**src/rtl/mem_arb_pkg.sv**
```systemverilog
// Shared types and constants for the memory read arbiter.
package mem_arb_pkg;

    typedef enum logic [1:0] {
        IDLE,
        ADDR,
        DATA
    } state_t;

    localparam int MASTER_ICACHE = 0;
    localparam int MASTER_DCACHE = 1;
    localparam int MASTER_SB     = 2;

    localparam int ID_WIDTH = 4;

endpackage

```
**src/rtl/rr_grant.sv**
```systemverilog
// Combinational round-robin picker: scans req from ptr upward (mod N); any
// request under mask takes precedence over unmasked requests.
module rr_grant #(
    parameter int N     = 3,
    parameter int PTR_W = (N > 1) ? $clog2(N) : 1
) (
    input  logic [N-1:0]     req,
    input  logic [PTR_W-1:0] ptr,
    input  logic [N-1:0]     mask,
    output logic [PTR_W-1:0] grant,
    output logic             any
);

    logic [N-1:0] cand;
    int           idx;

    always_comb begin
        // NOTE: every always_comb output gets a default before any branch, so no latch is inferred.
        grant = '0;
        any   = |req;
        cand  = ((req & mask) != '0) ? (req & mask) : req;
        idx   = 0;
        // Walk from the farthest offset back to ptr so the nearest candidate is written last.
        for (int k = N - 1; k >= 0; k--) begin
            idx = (int'(ptr) + k) % N;
            if (cand[idx]) grant = idx[PTR_W-1:0];
        end
    end

endmodule

```
**src/rtl/mem_read_arbiter.sv**
```systemverilog
// Round-robin arbiter merging icache, dcache and stream-buffer bursts onto one
// memory read port. Define MEM_ARB_DEMAND_PRIO_EN to give masters 0/1 strict priority over master 2.
module mem_read_arbiter #(
    parameter int NUM_MASTERS = 3,
    parameter int ADDR_WIDTH  = 32,
    parameter int DATA_WIDTH  = 32,
    parameter int LEN_WIDTH   = 4
) (
    input  logic                              clk,
    input  logic                              rst,
    input  logic [NUM_MASTERS*ADDR_WIDTH-1:0] m_araddr,
    input  logic [NUM_MASTERS*LEN_WIDTH-1:0]  m_arlen,
    input  logic [NUM_MASTERS-1:0]            m_arvalid,
    output logic [NUM_MASTERS-1:0]            m_arready,
    output logic [DATA_WIDTH-1:0]             m_rdata,
    output logic [NUM_MASTERS-1:0]            m_rvalid,
    output logic                              m_rlast,
    input  logic [NUM_MASTERS-1:0]            m_rready,
    output logic [ADDR_WIDTH-1:0]             mem_araddr,
    output logic [LEN_WIDTH-1:0]              mem_arlen,
    output logic [3:0]                        mem_arid,
    output logic                              mem_arvalid,
    input  logic                              mem_arready,
    input  logic [DATA_WIDTH-1:0]             mem_rdata,
    input  logic [3:0]                        mem_rid,
    input  logic                              mem_rlast,
    input  logic                              mem_rvalid,
    output logic                              mem_rready,
    output logic                              err_rid,
    output logic                              err_len
);

    import mem_arb_pkg::*;

    localparam int PTR_W = (NUM_MASTERS > 1) ? $clog2(NUM_MASTERS) : 1;

    state_t                 state;
    state_t                 state_n;
    logic [PTR_W-1:0]       rr_ptr;
    logic [PTR_W-1:0]       grant;
    logic [PTR_W-1:0]       pick;
    logic                   pick_any;
    logic [NUM_MASTERS-1:0] prio_mask;
    logic [LEN_WIDTH:0]     beat_cnt;
    logic [ADDR_WIDTH-1:0]  ar_addr;
    logic [LEN_WIDTH-1:0]   ar_len;
    logic [ID_WIDTH-1:0]    ar_id;
    logic                   accept;
    logic                   beat_hs;
    logic                   len_ok;

`ifdef MEM_ARB_DEMAND_PRIO_EN
    always_comb begin
        prio_mask                = '0;
        prio_mask[MASTER_ICACHE] = 1'b1;
        prio_mask[MASTER_DCACHE] = 1'b1;
    end
`else
    assign prio_mask = '0;
`endif

    rr_grant #(
        .N     (NUM_MASTERS),
        .PTR_W (PTR_W)
    ) u_rr_grant (
        .req   (m_arvalid),
        .ptr   (rr_ptr),
        .mask  (prio_mask),
        .grant (pick),
        .any   (pick_any)
    );

    // Accept is suppressed during reset so no master sees a pulse that the FSM then forgets.
    assign accept  = (state == IDLE) && pick_any && !rst;
    assign beat_hs = (state == DATA) && mem_rvalid && m_rready[grant];
    assign len_ok  = (mem_rlast == (beat_cnt == {1'b0, ar_len}));

    assign mem_araddr  = ar_addr;
    assign mem_arlen   = ar_len;
    assign mem_arid    = ar_id;
    assign mem_arvalid = (state == ADDR);
    assign m_rdata     = mem_rdata;
    assign m_rlast     = mem_rlast;

    always_comb begin
        state_n    = state;
        m_arready  = '0;
        m_rvalid   = '0;
        mem_rready = 1'b0;
        case (state)
            IDLE: begin
                if (accept) begin
                    m_arready[pick] = 1'b1;
                    state_n         = ADDR;
                end
            end
            ADDR: begin
                if (mem_arready) state_n = DATA;
            end
            DATA: begin
                mem_rready      = m_rready[grant];
                m_rvalid[grant] = mem_rvalid;
                if (beat_hs && mem_rlast) state_n = IDLE;
            end
            default: state_n = IDLE;
        endcase
    end

    always_ff @(posedge clk) begin
        // NOTE: registers use <= so every assignment samples pre-edge values regardless of order.
        if (rst) begin
            state    <= IDLE;
            rr_ptr   <= '0;
            grant    <= '0;
            beat_cnt <= '0;
            ar_addr  <= '0;
            ar_len   <= '0;
            ar_id    <= '0;
            err_rid  <= 1'b0;
            err_len  <= 1'b0;
        end else begin
            state <= state_n;
            case (state)
                IDLE: begin
                    if (accept) begin
                        ar_addr <= m_araddr[int'(pick)*ADDR_WIDTH +: ADDR_WIDTH];
                        ar_len  <= m_arlen[int'(pick)*LEN_WIDTH +: LEN_WIDTH];
                        grant   <= pick;
                        ar_id   <= ID_WIDTH'(pick);
                    end
                end
                ADDR: begin
                    if (mem_arready) beat_cnt <= '0;
                end
                DATA: begin
                    if (beat_hs) begin
                        beat_cnt <= beat_cnt + 1'b1;
                        if (mem_rid != ar_id) err_rid <= 1'b1;
                        if (!len_ok) err_len <= 1'b1;
                        // The master just served drops to lowest priority.
                        if (mem_rlast)
                            rr_ptr <= (grant == PTR_W'(NUM_MASTERS - 1)) ? '0 : grant + 1'b1;
                    end
                end
                default: ;
            endcase
        end
    end

endmodule
```
**config.mk**
```make
export PLATFORM = sky130hd
export DESIGN_NAME = mem_read_arbiter
export DESIGN_NICKNAME = d
export VERILOG_FILES = /design/src/rtl/mem_arb_pkg.sv /design/src/rtl/rr_grant.sv /design/src/rtl/mem_read_arbiter.sv
export SDC_FILE = /design/constraint.sdc
export NUM_CORES = 1
export LEC_CHECK = 0
export BUFFER_PORTS_ARGS = -buffer_cell sky130_fd_sc_hd__buf_4
export CELL_PAD_IN_SITES_DETAIL_PLACEMENT = 1
export CELL_PAD_IN_SITES_GLOBAL_PLACEMENT = 1
export CORE_AREA = 5 5 108 121
export CTS_CLUSTER_DIAMETER = 60
export CTS_CLUSTER_SIZE = 14
export DETAILED_ROUTE_END_ITERATION = 16
export DIE_AREA = 0 0 113 126
export MAX_ROUTING_LAYER = met4
export PLACE_DENSITY_LB_ADDON = 0.15
export REMOVE_ABC_BUFFERS = 1
export SYNTH_ARGS = -nofsm -noshare
export SYNTH_HDL_FRONTEND = slang
export SYNTH_HIERARCHICAL = 1
export SYNTH_SLANG_ARGS = --single-unit
```
**constraint.sdc**
```tcl
create_clock -name clk -period 3.3 [get_ports clk]
set_input_delay 0.33 -clock clk [delete_from_list [all_inputs] [get_ports clk]]
set_output_delay 0.33 -clock clk [all_outputs]
set_load 0.1 [all_outputs]
```
Word-level counts from Yosys, hierarchy flattened --
Cells that the tools add are included.
Word-level totals: bits in registers 49, word-level logic and storage cells 83, output and inout port bits 83
Operators by class: equality and inequality tests 10, add/sub/neg operators 4, shift operators 2, reductions and logical operators 17, order comparisons 7, bitwise gates (word level) 2, divide/modulo/power cells 3, mux-type cells 30
Operators with widths (count):
- 32-bit by 4-bit < comparator with 1-bit output (second input constant) | 3
- 96-bit by 8-bit indexed part select with 32-bit output | 1
- 32-bit by 3-bit modulo with 32-bit output (second input constant) | 2
- 3-bit by 3-bit modulo with 32-bit output (second input constant) | 1
- 3-bit AND reduction | 5
- 2-bit 2-to-1 mux | 7
- 12-bit by 5-bit indexed part select with 4-bit output | 1
- 1-bit 2-to-1 mux | 10
- 5-bit 2-to-1 mux | 2
- 5-bit case mux with 2 select lines | 1
- 3-bit 2-to-1 mux | 3
- 1-bit binary-select mux with 2-bit select | 4
- 1-bit logical AND | 7
- 2-bit by 3-bit < comparator with 1-bit output (second input constant) | 2
- 2-bit case mux with 3 select lines | 1
- 5-bit by 1-bit adder with 5-bit output (second input constant) | 1
- 5-bit by 4-bit equality test with 1-bit output | 1
- 1-bit demux with 2-bit select | 2
- 2-bit equality test (second input constant) | 2
- 2-bit by 1-bit >= comparator with 1-bit output (second input constant) | 2
- 2-bit by 1-bit != test with 1-bit output (second input constant) | 2
- 2-bit != test (second input constant) | 2
- 4-bit by 2-bit != test with 1-bit output | 1
- 2-bit by 1-bit adder with 3-bit output (second input constant) | 1
- other kinds (11) | 11

Longest topological paths before layout --
Gate-level depths: netlist (run 1).
word-level depth 14, depth in mapped cells 13, mapped depth without buffers 10

Cells and area by module --
Netlist (run 1), hierarchy kept.
Modules (own cells, without submodules):
- mem_read_arbiter | instances 1, cells an instance 352, area an instance 2879.0 sq um
- rr_grant | instances 1, cells an instance 31, area an instance 207.7 sq um

Worst setup path before layout (run 1) --
Ideal clock, no wire load.
path kind reg-to-output, start point reg, netlist name mem_arid[1], end point out mem_rready, path buffers 1, stages on the path, launching flop included 5, setup slack -0.798 ns, data arrival time 3.768 ns, data required time 2.970 ns, cell sequence dfxtp_1 buf_4 mux2i_1 o21a_1 nor3b_1
RTL lines:
- end, declared | line mem_read_arbiter.sv:28 | output logic mem_rready,

Worst setup path in the final report (run 1) --
start point reg rr_ptr[0], end point out m_arready[0]
On the way: word-level cells in the longest chain between the ends 14, elaborated cells on any way between the ends 24
Ends and longest elaborated chain:
- start, declared | line mem_read_arbiter.sv:39 | logic [PTR_W-1:0] rr_ptr;
- start signal, assigned | line mem_read_arbiter.sv:142 | rr_ptr <= (grant == PTR_W'(NUM_MASTERS - 1)) ? '0 : grant + 1'b1;
- 2-bit by 2-bit adder with 3-bit output | line rr_grant.sv:25 | idx = (int'(ptr) + k) % N;
- 32-bit by 3-bit modulo with 32-bit output | line rr_grant.sv:25
- 1-bit binary-select mux with 2-bit select | line rr_grant.sv:26 | if (cand[idx]) grant = idx[PTR_W-1:0];
- 1-bit 2-to-1 mux (not written as such) (2 in a row) | line rr_grant.sv:26
- 2-bit 2-to-1 mux (2 in a row) | line rr_grant.sv:26
- 2-bit 2-to-1 mux (*) | line rr_grant.sv:26
- via pick[1] | line mem_read_arbiter.sv:41 | logic [PTR_W-1:0] pick;
- 2-bit by 3-bit < comparator with 1-bit output (not written as such) or 2-bit by 1-bit >= comparator with 1-bit output (tied branches) | line mem_read_arbiter.sv:93 | m_arready[pick] = 1'b1;
- 1-bit logical AND (not written as such) | line mem_read_arbiter.sv:93
- 1-bit 2-to-1 mux (not written as such) | line mem_read_arbiter.sv:93
- 1-bit demux with 2-bit select (*) | line mem_read_arbiter.sv:93
- 3-bit 2-to-1 mux (*) | line mem_read_arbiter.sv:92 | if (accept) begin
- 3-bit 2-to-1 mux (*) | line mem_read_arbiter.sv:90 | case (state)
- end, declared | line mem_read_arbiter.sv:14 | output logic [NUM_MASTERS-1:0] m_arready,
The timed path passes the listed nets; every way through them passes the cells marked *. The select of a mux whose other input is x is not followed.

==> metrics.md, run 1 <==
| Metric | Value |
|---|---|
| Static leakage | roughly 1.9 nW |
| Status | finished clean |
| DR iter-0 viols | 61 |
| Routability cong. | 0.8171 |
| WHS | about 0.29 ns |
| Core area | 11720 um^2 |
| EDFF count, synth | 0 |
| Initial antenna violation count | 0 |
| Ports | 238 |
| Initial core utilization | 26.34% |
| Final-report hold violation count | 0 |
| Total Wirelength | 12.50 mm |
| Die extent in x | ~110 um |
| CTS Buffer Depth | 2 |
| Setup ws final | 0.3887 ns |
| Clock Sinks | 49 |
| Synth warn | 6 |
| TritonCTS clock tree | built |
| DP Wirelength | 9.958 mm |
| Via/cell ratio | 4.745 |
| Root buf cell | clkbuf_16 |
| Routed length per instance | ~18 um |
| Max Cap Viol | 0 |
| Total number of vias | 3217 |
| ANT cells | 0 |
| Antenna Nets Post-Route | 0 |
| Placement-stage cell area | 4308 um^2 |
| Worst VDD drop | 0.2150 mV |
| CP max FO | 13 |
| H-Tree Depth | 2 |
| Fraction of registers with async set/reset | 0% |
| Finished Cell Area | roughly 4500 um^2 |
| First-pass GRT wire length | approximately 19 mm |
| Startpoint types | flop |
| CTS buffer count | 5 |
| Setup CP Type | flop to primary output |
| Max-slew violations | 0 |
| GR Overflow Total | 0 |
| Clock Latency Late Sink | 0.29 ns |
| Ys flop type | dfxtp_1 |
| HP Class | input pin to flop |
| Largest net degree at the start of global routing | 38 |
| Post-synth top area cell | dfxtp_1 |
| Post-CTS Setup Repair Bufs | 0 |
| Final Skew | 0.004299 ns |
| CTS clk-pin slew, worst paths | 0.07 ns |
| RSZ-0062 raised after global routing | false |
| Post-synthesis cell type count | 40 |
| PwrDens | approximately 520 nW/um^2 |
| Top-count cell post-synth | nor2_1 |
| Final Setup Violations | 0 |
| Power, Total | around 2.3 mW |
| Drt drc | 0 |
| Post-CTS Resized | 0 |
| Post-synth top cells | 63 x nor2_1, 49 x dfxtp_1, 41 x buf_4 |
| Vias in the first global route | 3503 |
| IO Port Bufs | 171 |
| GRT Total Usage | 17.41% |
| Final nets | 682 |
| Required @ worst endpoint | around 3 ns |
| Share of the synthesized area in the top cell type | 31.78% |
| Worst-margin pin slew | 0.5916 ns |
| Area grow syn2layout | 45.28% |
| DIE AREA | 14240 um^2 |
| Drt pass-1 iters | 4 |
| Syn avg cell area | between 8 and 9 um^2 |
| WP data arrival | roughly 2.6 ns |
| Share of layout cells above drive strength 1 | 37.79% |
| Post-CTS Hold Buffers | 0 |
| Pre-CTS WS | 0.6387 ns |
| Top cells by area, synth | dfxtp_1 32%, buf_4 10%, mux2i_1 9.4% |
| Fin util | 38.27% |
| Shortest period the worst path allows | 2.911 ns |
| Flops & latches, synth | 49 |
| # rows | 42 |
| Post-Syn Instances | 383 |
| Max_slew headroom | 60.43% |
| Max Fclk | 0.3435 GHz |
| Tcrit/Tclk final | 88.22% |
| Die height | 126 um |
| Worst Setup End Kind | primary output |
| Synth Cell Area | 3087 um^2 |
| Register area share after synthesis | 31.78% |
-- final timing paths --
kind | slack [ns] | start | cells past startpoint | end
max | 0.39 | rr_ptr[0]$_SDFFE_PP0P_ | 6 | m_arready[0]
min | 0.29 | m_araddr[31] | 3 | mem_araddr[31]$_SDFFE_PP0P_
max reg2reg | 0.70 | rr_ptr[0]$_SDFFE_PP0P_ | 10 | mem_araddr[1]$_SDFFE_PP0P_
min reg2reg | 0.49 | err_rid$_SDFFE_PP0P_ | 2 | err_rid$_SDFFE_PP0P_
-- cell type report --
cell class | instances | area, um^2
timing repair buffer | 182 | 1366
sequential | 49 | 980.9
tap | 154 | 192.7
clock inverter | 2 | 37.54
multi-input combinational | 277 | 1738
clock buffer | 6 | 138.9
fill | 1431 | 7234
inverter | 8 | 30.03
-- per-stage QoR --
stage	cells	setup TNS, ns
2_1_floorplan	334	-108.54
6_report	678	0
3_3_place_gp	670	0
4_1_cts	678	0
5_1_grt	678	0
3_5_place_dp	670	0
-- layout by cell type (no fill, tap or decap), types with 3 or more instances in the layout --
master | synthesis | final
buf_4 | 41 | 182
conb_1 | 1 | 14
a22oi_1 | 4 | 4
nor2_1 | 63 | 62
ha_1 | 4 | 4
nand2_1 | 19 | 19
inv_1 | 8 | 8
nor2b_1 | 6 | 5
a221o_1 | 13 | 13
o21ai_0 | 18 | 18
mux2i_1 | 29 | 29
a211oi_1 | 24 | 24
a21oi_1 | 18 | 18
nor3_1 | 28 | 28
clkbuf_16 | 0 | 5
dfxtp_1 | 49 | 49
xor2_1 | 3 | 3
nor3b_1 | 4 | 4
xnor2_1 | 7 | 7
-- report_power, final --
group / internal [mW] / switching, mW
Combinational: 0.296 / 0.729
Sequential: 0.655 / 0.0432
Clock: 0.379 / 0.230
Total: 1.33 / 1.00
-- layer usage --
metal | track usage [%] | wire, um | part of all wire [%]
met4 | 2.970 | 93 | 0.74
met3 | 9.165 | 1380 | 11
met1 | 20.89 | 5500 | 44
met2 | 26.36 | 5530 | 44
met5 | - | 0 | 0
-- logic make-up (layout without fill, tap and decap cells) --
| kind of cell | after synthesis | after routing | share of synthesized area (%) |
|---|---|---|---|
| AND/OR/NAND/NOR | 138 | 138 | 21.57 |
| multiplexers | 29 | 29 | 9.404 |
| flip-flops | 49 | 49 | 31.78 |
| buffers and inverters | 70 | 198 | 14.43 |
| XOR/XNOR | 10 | 10 | 2.838 |
| adder cells (fa/ha/maj) | 4 | 4 | 1.621 |
| other | 1 | 14 | 0.1215 |
| AO/OA/AOI/OAI | 82 | 82 | 18.24 |
-- worst max-delay path: stages, from the launching register on --
cell	delay (ns)
dfxtp_1	0.35
inv_1	0.07
ha_1	0.37
a41oi_1	0.36
o32ai_4	0.19
nor3_4	0.54
buf_4	0.40
-- registers in the layout (all words and copies together) (netlist names) --
register	flops
rr_ptr	2
mem_arid	2
err_len	1
mem_araddr	32
mem_arlen	4
err_rid	1
state	2
beat_cnt	5
Note: power is estimated with default switching activity, not from simulation.
==> inputs of run 2 (changes only) <==
--- a/config.mk
+++ b/config.mk
@@ -8,11 +8,11 @@
 export BUFFER_PORTS_ARGS = -buffer_cell sky130_fd_sc_hd__buf_4
 export CELL_PAD_IN_SITES_DETAIL_PLACEMENT = 1
 export CELL_PAD_IN_SITES_GLOBAL_PLACEMENT = 1
-export CORE_AREA = 5 5 108 121
+export CORE_AREA = 5 5 105 117
 export CTS_CLUSTER_DIAMETER = 60
 export CTS_CLUSTER_SIZE = 14
 export DETAILED_ROUTE_END_ITERATION = 16
-export DIE_AREA = 0 0 113 126
+export DIE_AREA = 0 0 110 122
 export MAX_ROUTING_LAYER = met4
 export PLACE_DENSITY_LB_ADDON = 0.15
 export REMOVE_ABC_BUFFERS = 1
==> constraint.sdc (replaced) <==
create_clock -name clk -period 3.5 [get_ports clk]
set_input_delay 0.35 -clock clk [delete_from_list [all_inputs] [get_ports clk]]
set_output_delay 0.35 -clock clk [all_outputs]
set_load 0.1 [all_outputs]
==> metrics.md, run 2 (synthesis gave the netlist of run 1 again) <==
| Metric | Value |
|---|---|
| WP data arrival | 2.88 ns (+0.30 ns) |
| DP Wirelength | 9.831 mm (-1.3%) |
| # rows | 41 (-2.4%) |
| Static leakage | 1.917 nW (-1.5%) |
| Setup ws final | 0.2746 ns (-0.1142 ns) |
| Total number of vias | 3260 (+1.3%) |
| Tcrit/Tclk final | 92.16% |
| Total Wirelength | 12.65 mm (+1.1%) |
| Worst Setup End Kind | primary output |
| Setup CP Type | flop to primary output |
| CTS buffer count | 5 (unchanged) |
| Post-CTS Hold Buffers | 0 (unchanged) |
| Max Fclk | roughly 0.31 GHz |
| Worst R2R End | mem_araddr[1]$_SDFFE_PP0P_ |
| Multi-input logic area | 1747 um^2 (+0.50%) |
| Most common cell after layout, fill and taps aside | buf_4 |
| Max_slew headroom | 40.14% (-20 points) |
| Core area | 11130 um^2 (-5.0%) |
| R2R depth | 11 (+1) |
| DIE AREA | 13420 um^2 (-5.7%) |
| DR iter-0 viols | 73 (+20%) |
| Largest net degree at the start of global routing | 50 (+32%) |
| CTS Buffer Depth | 2 (unchanged) |
| Max Cap Viol | 0 (unchanged) |
| Worst VDD drop | 0.2002 mV (-6.9%) |
| Seq. cell area | 980.9 um^2 (unchanged) |
| Final Skew | 0.005708 ns (+0.001409 ns) |
| Via/cell ratio | 4.858 (+2.4%) |
| Worst-margin pin slew | 0.8939 ns (+0.3023 ns) |
| PwrDens | 473.8 nW/um^2 (-8.9%) |
| Pre-CTS WS | 0.4863 ns (-0.1524 ns) |
| Required @ worst endpoint | 3.15 ns (+0.18 ns) |
| Finished Layout Cells | 671 (-1.0%) |
| GR Overflow Total | 0 (unchanged) |
| Routed length per instance | 18.85 um (+2.2%) |
| ANT cells | 0 (unchanged) |
| Max-slew violations | 0 (unchanged) |
| IO Port Bufs | 171 (unchanged) |
| Placed Cells | 662 (-1.2%) |
| Initial core utilization | 27.73% (+1.4 points) |
| Worst Hold End | mem_araddr[8]$_SDFFE_PP0P_ |
| Hold depth | 3 (unchanged) |
| Die extent in x | 110 um (-2.7%) |
| Most frequent cells in the layout | 178 x buf_4, 62 x nor2_1, 49 x dfxtp_1, 29 x mux2i_1, 28 x nor3_1 |
| Share of layout cells above drive strength 1 | 37.24% (-0.55 points) |
| Final nets | 679 (-0.44%) |
| Ports | 238 (unchanged) |
| Clock Latency Late Sink | 0.29 ns (about the same) |
| Vias in the first global route | 3470 (-0.94%) |
| Routability cong. | 0.7510 (-8.1%) |
| HP Class | input pin to flop |
| Drt drc | 0 (unchanged) |
| H-Tree Depth | 2 (unchanged) |
| Fillers | 1418 (-0.91%) |
| Root buf cell | clkbuf_16 |
| R2r setup slk | 0.59 ns (-0.11 ns) |
| RSZ-0062 raised after global routing | false |
| Startpoint types | flop |
| Fin util | 39.71% (+1.4 points) |
| Power, Total | 2.094 mW (-10%) |
| CTS clk-pin slew, worst paths | 0.07 ns (about the same) |
| Status | finished clean |
| Reg-to-reg startpoint | rr_ptr[0]$_SDFFE_PP0P_ |
| Initial antenna violation count | 0 (unchanged) |
| Final Setup Violations | 0 (unchanged) |
| Area grow syn2layout | 43.21% |
| CP max FO | 13 (unchanged) |
| Antenna Nets Post-Route | 0 (unchanged) |
| Number of flip-flops in the largest register | 32 (unchanged) |
| Shortest period the worst path allows | 3.225 ns |
| First-pass GRT wire length | 18.80 mm (-0.55%) |
| Clock Sinks | 49 (unchanged) |
| TritonCTS clock tree | built |
| WHS | 0.3062 ns (+0.01694 ns) |
| Final-report hold violation count | 0 (unchanged) |
| Drt pass-1 iters | 4 (unchanged) |
| GRT Total Usage | 19.03% (+1.6 points) |
| Die height | 122 um (-3.2%) |
| Hold path startpoint | m_araddr[8] |
==> run 2: area by class of cell <==
cell class,instances,area share (%)
clock buffer,6,2.915
clock inverter,2,0.2264
inverter,8,0.6793
multi-input combinational,278,39.51
sequential,49,22.19
tap,150,4.246
timing repair buffer,178,30.23
==> run 2: how the worst max path moves through the flow <==
stage                           startpoint      endpoint  cells after the start
finish              rr_ptr[0]$_SDFFE_PP0P_  m_arready[2]                      9
global route        rr_ptr[0]$_SDFFE_PP0P_  m_arready[2]                      9
CTS                 rr_ptr[0]$_SDFFE_PP0P_  m_arready[1]                      8
detailed placement  rr_ptr[0]$_SDFFE_PP0P_  m_arready[1]                      8
global placement    rr_ptr[0]$_SDFFE_PP0P_  m_arready[1]                      8
floorplan           rr_ptr[0]$_SDFFE_PP0P_  m_arready[1]                      6
==> run 2: power breakdown <==
group          leakage (nW)  internal [mW]  switching, mW
Clock                0.0706          0.263          0.216
Sequential            0.403          0.617         0.0405
Combinational          1.44          0.276          0.682
==> run 2: per-layer routing <==
| metal | share of wire (%) | GRT usage (%) | vias to the layer above |
|---|---|---|---|
| met5 | 0 | - | - |
| met1 | 43 | 23.30 | 1521 |
| li1 | - | - | 1570 |
| met4 | 0.55 | 3.274 | 0 |
| met3 | 13 | 10.55 | 7 |
| met2 | 44 | 27.77 | 162 |
==> run 2: stage by stage <==
step	cell area, um^2	TNS, ns
6_report	4420	0
5_1_grt	4420	0
4_1_cts	4412	0
3_5_place_dp	4273	0
3_3_place_gp	4273	0
2_1_floorplan	2720	-100.06
==> run 2: what timing repair did <==
action                                 in CTS  in global routing
setup endpoints to repair                   0                  1
setup buffers                               0                  0
resized for setup                           0                  0
endpoints found under the hold margin       0                  0
==> run 2: critical path: stages (launching register included) <==
cell and delay, ns:
dfxtp_1 0.36, inv_1 0.08, ha_1 0.38, a21oi_1 0.09, a221o_1 0.36, o32ai_4 0.43, nor2b_1 0.22, buf_4 0.20
and2_1 0.15, buf_4 0.29
